`src/rtl/wb_arbiter_2to1.sv`:
```
// Two-master, one-slave Wishbone classic arbiter with round-robin grant that is held until the owner drops cyc.
// Optional slave watchdog is built in when WB_ARB_TIMEOUT_EN is defined.
module wb_arbiter_2to1 #(
  parameter int ADDR_W         = 32,
  parameter int DAT_W          = 32,
  parameter int TIMEOUT_CYCLES = 255
) (
  input  logic                 clk_i,
  input  logic                 rst_ni,
  input  logic                 m0_cyc_i,
  input  logic                 m0_stb_i,
  input  logic [ADDR_W-1:0]    m0_addr_i,
  output logic [DAT_W-1:0]     m0_dat_o,
  output logic                 m0_ack_o,
  output logic                 m0_err_o,
  input  logic                 m1_cyc_i,
  input  logic                 m1_stb_i,
  input  logic                 m1_we_i,
  input  logic [DAT_W/8-1:0]   m1_sel_i,
  input  logic [ADDR_W-1:0]    m1_addr_i,
  input  logic [DAT_W-1:0]     m1_dat_i,
  output logic [DAT_W-1:0]     m1_dat_o,
  output logic                 m1_ack_o,
  output logic                 m1_err_o,
  output logic                 s_cyc_o,
  output logic                 s_stb_o,
  output logic                 s_we_o,
  output logic [DAT_W/8-1:0]   s_sel_o,
  output logic [ADDR_W-1:0]    s_addr_o,
  output logic [DAT_W-1:0]     s_dat_o,
  input  logic [DAT_W-1:0]     s_dat_i,
  input  logic                 s_ack_i,
  input  logic                 s_err_i
);

  localparam int SEL_W = DAT_W / 8;

  typedef enum logic [1:0] {
    IDLE   = 2'd0,
    GNT_M0 = 2'd1,
    GNT_M1 = 2'd2
  } state_e;

  state_e     state_q;
  logic       last_q;     // 1'b0: M0 received the latest grant, 1'b1: M1
  logic [1:0] req_s;
  logic       tmo_hit_s;

`ifdef WB_ARB_TIMEOUT_EN
  localparam int TMO_W = $clog2(TIMEOUT_CYCLES + 1);

  logic [TMO_W-1:0] tmo_q;
  logic [1:0]       tmo_flag_q;

  assign tmo_hit_s = (state_q != IDLE) && (tmo_q == TMO_W'(TIMEOUT_CYCLES));
  // A timed-out master stays locked out until it drops cyc, so a stuck requester cannot re-grab the bus.
  assign req_s     = {m1_cyc_i & ~tmo_flag_q[1], m0_cyc_i & ~tmo_flag_q[0]};

  // Watchdog counter and per-master sticky timeout flags
  always_ff @(posedge clk_i or negedge rst_ni) begin
    if (!rst_ni) begin
      tmo_q      <= '0;
      tmo_flag_q <= 2'b00;
    end else begin
      if ((state_q == IDLE) || tmo_hit_s || s_ack_i || s_err_i) begin
        tmo_q <= '0;
      end else if (s_stb_o) begin
        tmo_q <= tmo_q + TMO_W'(1);
      end else begin
        tmo_q <= tmo_q;
      end
      tmo_flag_q[0] <= m0_cyc_i & (tmo_flag_q[0] | (tmo_hit_s & (state_q == GNT_M0)));
      tmo_flag_q[1] <= m1_cyc_i & (tmo_flag_q[1] | (tmo_hit_s & (state_q == GNT_M1)));
    end
  end
`else
  logic [31:0] unused_tmo_cfg_s;

  assign unused_tmo_cfg_s = 32'(TIMEOUT_CYCLES);
  assign tmo_hit_s        = 1'b0;
  assign req_s            = {m1_cyc_i, m0_cyc_i};
`endif

  // Grant FSM: round-robin on ties, always returns through IDLE between owners
  always_ff @(posedge clk_i or negedge rst_ni) begin
    if (!rst_ni) begin
      state_q <= IDLE;
      last_q  <= 1'b0;
    end else begin
      case (state_q)
        IDLE: begin
          if (req_s[0] && req_s[1]) begin
            state_q <= last_q ? GNT_M0 : GNT_M1;
            last_q  <= ~last_q;
          end else if (req_s[0]) begin
            state_q <= GNT_M0;
            last_q  <= 1'b0;
          end else if (req_s[1]) begin
            state_q <= GNT_M1;
            last_q  <= 1'b1;
          end else begin
            state_q <= IDLE;
            last_q  <= last_q;
          end
        end
        GNT_M0: begin
          state_q <= (!m0_cyc_i || tmo_hit_s) ? IDLE : GNT_M0;
          last_q  <= last_q;
        end
        GNT_M1: begin
          state_q <= (!m1_cyc_i || tmo_hit_s) ? IDLE : GNT_M1;
          last_q  <= last_q;
        end
        default: begin
          state_q <= IDLE;
          last_q  <= last_q;
        end
      endcase
    end
  end

  // Datapath mux; the timeout cycle replaces the slave response with a forced error and drops the bus
  always_comb begin
    s_cyc_o  = 1'b0;
    s_stb_o  = 1'b0;
    s_we_o   = 1'b0;
    s_sel_o  = '0;
    s_addr_o = '0;
    s_dat_o  = '0;
    m0_dat_o = '0;
    m0_ack_o = 1'b0;
    m0_err_o = 1'b0;
    m1_dat_o = '0;
    m1_ack_o = 1'b0;
    m1_err_o = 1'b0;
    case (state_q)
      GNT_M0: begin
        s_addr_o = m0_addr_i;
        s_sel_o  = {SEL_W{1'b1}};
        m0_dat_o = s_dat_i;
        if (tmo_hit_s) begin
          m0_err_o = 1'b1;
        end else begin
          s_cyc_o  = m0_cyc_i;
          s_stb_o  = m0_stb_i;
          m0_ack_o = s_ack_i;
          m0_err_o = s_err_i;
        end
      end
      GNT_M1: begin
        s_we_o   = m1_we_i;
        s_addr_o = m1_addr_i;
        s_sel_o  = m1_sel_i;
        s_dat_o  = m1_dat_i;
        m1_dat_o = s_dat_i;
        if (tmo_hit_s) begin
          m1_err_o = 1'b1;
        end else begin
          s_cyc_o  = m1_cyc_i;
          s_stb_o  = m1_stb_i;
          m1_ack_o = s_ack_i;
          m1_err_o = s_err_i;
        end
      end
      default: begin
        s_cyc_o = 1'b0;
      end
    endcase
  end

endmodule

```
`config.mk`:
```
export PLATFORM = sky130hd
export DESIGN_NAME = wb_arbiter_2to1
export DESIGN_NICKNAME = d
export VERILOG_FILES = /design/src/rtl/wb_arbiter_2to1.sv
export SDC_FILE = /design/constraint.sdc
export NUM_CORES = 1
export LEC_CHECK = 0
export ABC_AREA = 1
export CAP_MARGIN = 5
export CORE_AREA = 8 8 103 105
export CTS_BUF_LIST = sky130_fd_sc_hd__clkbuf_4 sky130_fd_sc_hd__clkbuf_8
export DETAILED_ROUTE_END_ITERATION = 8
export DIE_AREA = 0 0 111 113
export HOLD_SLACK_MARGIN = 0.05
export MAX_ROUTING_LAYER = met4
export PLACE_DENSITY = 0.75
export SLEW_MARGIN = 15
export SYNTH_ARGS = -nofsm -noshare
export SYNTH_HDL_FRONTEND = slang
export SYNTH_SLANG_ARGS = --single-unit
```
`constraint.sdc`:
```
create_clock -name clk_i -period 1.8 [get_ports clk_i]
set_clock_uncertainty 0.05 [all_clocks]
set_input_delay 0.36 -clock clk_i [delete_from_list [all_inputs] [get_ports clk_i]]
set_output_delay 0.36 -clock clk_i [all_outputs]
set_load 0.01 [all_outputs]
```
**Yosys cells after proc, flatten, opt, wreduce, memory -nomap -nowiden**

Cells that the tools add are included.

- Register bits: 3
- Output and inout port bits: 139

- Bitwise operators: 1
- Eq/ne operators: 2
- Reductions and logical operators: 4
- Multiplexer cells: 21

Operators with widths:

| operator | number |
|---|---|
| 2-to-1 mux 32 bit | 3 |
| case mux 32 bit (2 select lines) | 1 |
| 2-to-1 mux 1 bit | 9 |
| 2-to-1 mux 2 bit | 4 |
| case mux 4 bit (2 select lines) | 1 |
| case mux 2 bit (3 select lines) | 1 |
| case mux 1 bit (2 select lines) | 2 |
| nonzero test 3 bit | 1 |
| equality test 2 x 1 -> 1 bit (second input constant) | 1 |
| equality test 2 bit (second input constant) | 1 |
| zero test 2 bit | 1 |
| AND reduction 2 bit | 1 |
| logical AND 1 bit | 1 |
| inverter 1 bit | 1 |

**Logic depth before layout (Yosys ltp)**

- Word-level depth: 4
- Mapped depth: 7
- Depth with buffers taken out: 6

**Worst setup path after synthesis**

Ideal clock, no wire load.

- Path kind: reg-to-output
- From: reg state_q[0]
- To: out s_addr_o[10]
- Stages on the path, launching flop included: 7
- Buffers on the path: 2
- Arrival time: 1.231 ns
- Setup slack: 0.159 ns
- Cell sequence: dfrtp_1 -> inv_1 -> ha_1 -> inv_1 -> buf_2 -> buf_2 -> a21oi_1

- Word-level cells in the longest chain between the ends: 2
- Elaborated cells between the ends (all ways): 3
- Classes of those cells: 2 x eq/ne; 1 x mux

RTL lines:

| item | line | source |
|---|---|---|
| from (decl) | 44 | `state_e state_q;` |
| from (signal assigned) | 93 | `state_q <= last_q ? GNT_M0 : GNT_M1;` |
| from (signal assigned) | 107 | `state_q <= (!m0_cyc_i \|\| tmo_hit_s) ? IDLE : GNT_M0;` |
| from (signal assigned) | 111 | `state_q <= (!m1_cyc_i \|\| tmo_hit_s) ? IDLE : GNT_M1;` |
| equality test 2 bit / equality test 2 x 1 -> 1 bit (equally long branches) | 136 | `case (state_q)` |
| case mux 32 bit (2 select lines) * | 136 |  |
| to (decl) | 29 | `output logic [ADDR_W-1:0] s_addr_o,` |

Every way passes the cells marked *; elsewhere a longest branch is shown, timed or not.

**Final worst setup path**

- From: reg state_q[0]
- To: out s_addr_o[5]

The elaborated chain is that of the path after synthesis.

==> results by group <==
Floorplanning
  • # IOs: 280
  • Core Rows: 35
  • Initial core utilization: 17.8%
  • Die H: 113 um
  • Die area: 0.0125 mm^2
  • Core box area: between 0.008 and 0.009 mm^2
  • Die extent in x: 111 um

Flow run
  • Max cap viols: 0

Placement
  • Dpl hpwl: about 9.3 mm
  • Port Buffers: ~280
  • GPL Wtd Cong: around 0.85
  • Placed Area: roughly 0.0046 mm^2

Power and ir drop
  • Leakage: 2.84 nW
  • Peak VDD IR: 677 uV
  • Pwr dens: around 1200 mW/mm^2

Outcome
  • Failing checks: setup timing
  • Outcome: finished with violations

CTS
  • TritonCTS clock tree: yes
  • Skew-Pair Late Insertion Delay: roughly 0.21 ns
  • CTS buffer count: 3
  • Clock Tree Root: clkbuf_8
  • Clk sinks: 3
  • CTS max path bufs: 2
  • CTS clk-pin slew, worst paths: around 0.030 ns
  • H-tree levels: 1

Worst setup path
  • CP arrival: 1.53 ns
  • Critical Path Fanout Max: 6
  • Crit start category: flop
  • Critical path class: flop to primary output
  • Crit. End Element: primary output
  • CP required: 1.39 ns
  • FF-to-FF path depth: 7

Global route
  • Initial antenna violation count: 0
  • Vias in the first global route: 3110
  • First-pass GRT wire length: between 15 and 20 mm
  • Largest net degree at the start of global routing: 23
  • Total congestion overflow: 0
  • GRT Total Usage: 16.6%

Synthesis
  • Flops & latches, synth: 3
  • Sequential fraction of the synthesis area: 4.69%
  • Synth Warn #: 0
  • Post-Syn Nets: 506
  • Area contributors post-synth: nand2_1, inv_1, a21oi_1
  • Synth Cell Area: 0.00160 mm^2
  • Synth Instances: about 360
  • Top-area cell type share of the netlist area: 42.3%
  • Post-Syn Area per Cell: about 4.4 um^2
  • Cell accounting for the most synthesized area: nand2_1
  • Netlist cell types: 11

Hold path
  • HP Class: input port to async pin

Routing
  • Via count: approximately 3100
  • WL/cell: approximately 15 um
  • Initial DRC count: approximately 120
  • Detail Route Antenna Nets: 0
  • DR vias/cell: 4.02
  • Routed WL: between 10 and 15 mm
  • 1st-pass router iterations: 4
  • Number of remaining DRC errors: 0

Cells and area
  • Diode count: 0
  • FF+latch area: around 75 um^2
  • Multi-input logic area: ~0.0011 mm^2
  • Final instance area: between 0.004 and 0.005 mm^2
  • Layout cells sized above 1: between 30% and 40%
  • # fillers: 946
  • Layout area overhead: 175%
  • # nets final: 800

STA
  • Worst-Margin Slew: roughly 0.16 ns
  • Max Slew Vio Count: 0
  • Final setup viols: between 100 and 150
  • Final worst path period share: 108%
  • Fin. Hold Viols: 0
  • Min Clock Period, post-route: 1.94 ns
  • Final Hold Slack: 0.282 ns
  • Unrepaired setup endpoints after global routing: yes
  • Worst slew margin: 89.5%
  • Final setup margin: -0.140 ns
  • Setup TNS: -6.72 ns
  • FMAX: 515 MHz
-- synthesized netlist by cell type --
master,number
clkbuf_1,1
inv_1,108
dfrtp_1,3
nand2_1,180
a21oi_1,40
inv_2,1
ha_1,4
buf_2,9
buf_6,8
o21ai_0,1
buf_4,6
-- where the power goes --
part | internal [mW] | leakage, nW | switching, mW | total [mW]
clock | 0.166 | 0.0262 | 0.0390 | 0.205
sequential | 0.102 | 0.0368 | 0.0197 | 0.121
combinational | 2.45 | 2.78 | 2.71 | 5.16
-- path summary, 6_finish.rpt --
path	startpoint	end	slack [ns]
max	state_q[0]	s_addr_o[5]	-0.14
min	rst_ni	state_q[1]	0.28
max reg2reg	state_q[0]	state_q[1]	0.39
min reg2reg	last_q	state_q[1]	0.49
max in group asynchronous	rst_ni	state_q[0]	1.28
min in group clk_i	last_q	state_q[1]	0.49
-- cells by family after synthesis --
group	count (synthesis)	share of synthesized area [%]
buf+inv	133	37.1
compound gates	41	12.8
fa+ha+maj	4	3.13
simple gates	180	42.3
flops	3	4.69
-- layout by cell type (no fill, tap or decap), drive strengths merged --
cell type	synthesis	routed
ha	4	4
clkdlybuf4s15	0	10
clkbuf	1	6
a21oi	40	40
clkdlybuf4s50	0	140
nand2	180	180
buf	23	161
inv	109	109
o21ai	1	1
dfrtp	3	3
-- layout make-up --
cell class | instances | area share [%]
Sequential cell | 3 | 1.71
Multi-Input combinational cell | 225 | 23.9
Tap cell | 111 | 3.16
Timing Repair Buffer | 313 | 60.7
Inverter | 109 | 9.37
Clock buffer | 4 | 1.11
-- per-stage QoR --
| stage | std cells | total power, mW | util, % | setup slack [ns] |
|---|---|---|---|---|
| 5_1_grt | 765 | 5.94 | 49.0 | -0.237 |
| 3_3_place_gp | 745 | 4.98 | 50.9 | -0.409 |
| 6_report | 765 | 5.49 | 49.0 | -0.140 |
| 3_5_place_dp | 745 | 5.06 | 50.9 | -0.437 |
| 2_1_floorplan | 361 | 2.36 | - | 0.159 |
| 4_1_cts | 760 | 5.34 | 47.9 | -0.165 |
-- metal layers --
layer  wire, um  track usage (%)  vias up
li1           -                -     1587
met1       4420             17.6     1322
met2       6050             31.2      153
met3        727             3.54       12
met4        143             2.97        0
met5          0                -        -
-- flip-flops by register name, indices dropped and copies added (netlist names) --
| name | count |
|---|---|
| last_q | 1 |
| state_q | 2 |
-- worst max-delay path, stage by stage (launching register included) --
cell       delay (ns)
dfrtp_1          0.38
inv_2            0.11
ha_4             0.19
buf_6            0.15
clkbuf_16        0.14
nand2_1          0.05
a21oi_1          0.13
buf_2            0.16
-- timing repair --
| action | CTS | global route |
|---|---|---|
| gates resized for setup | 572 | 22 |
| endpoints found under the setup margin | 139 | 119 |
| hold buffers | 0 | 0 |
| pin swaps | 3 | 2 |
| cloned | 5 | 3 |
| buffers inserted | 6 | 4 |
(Power assumes the default switching activity.)
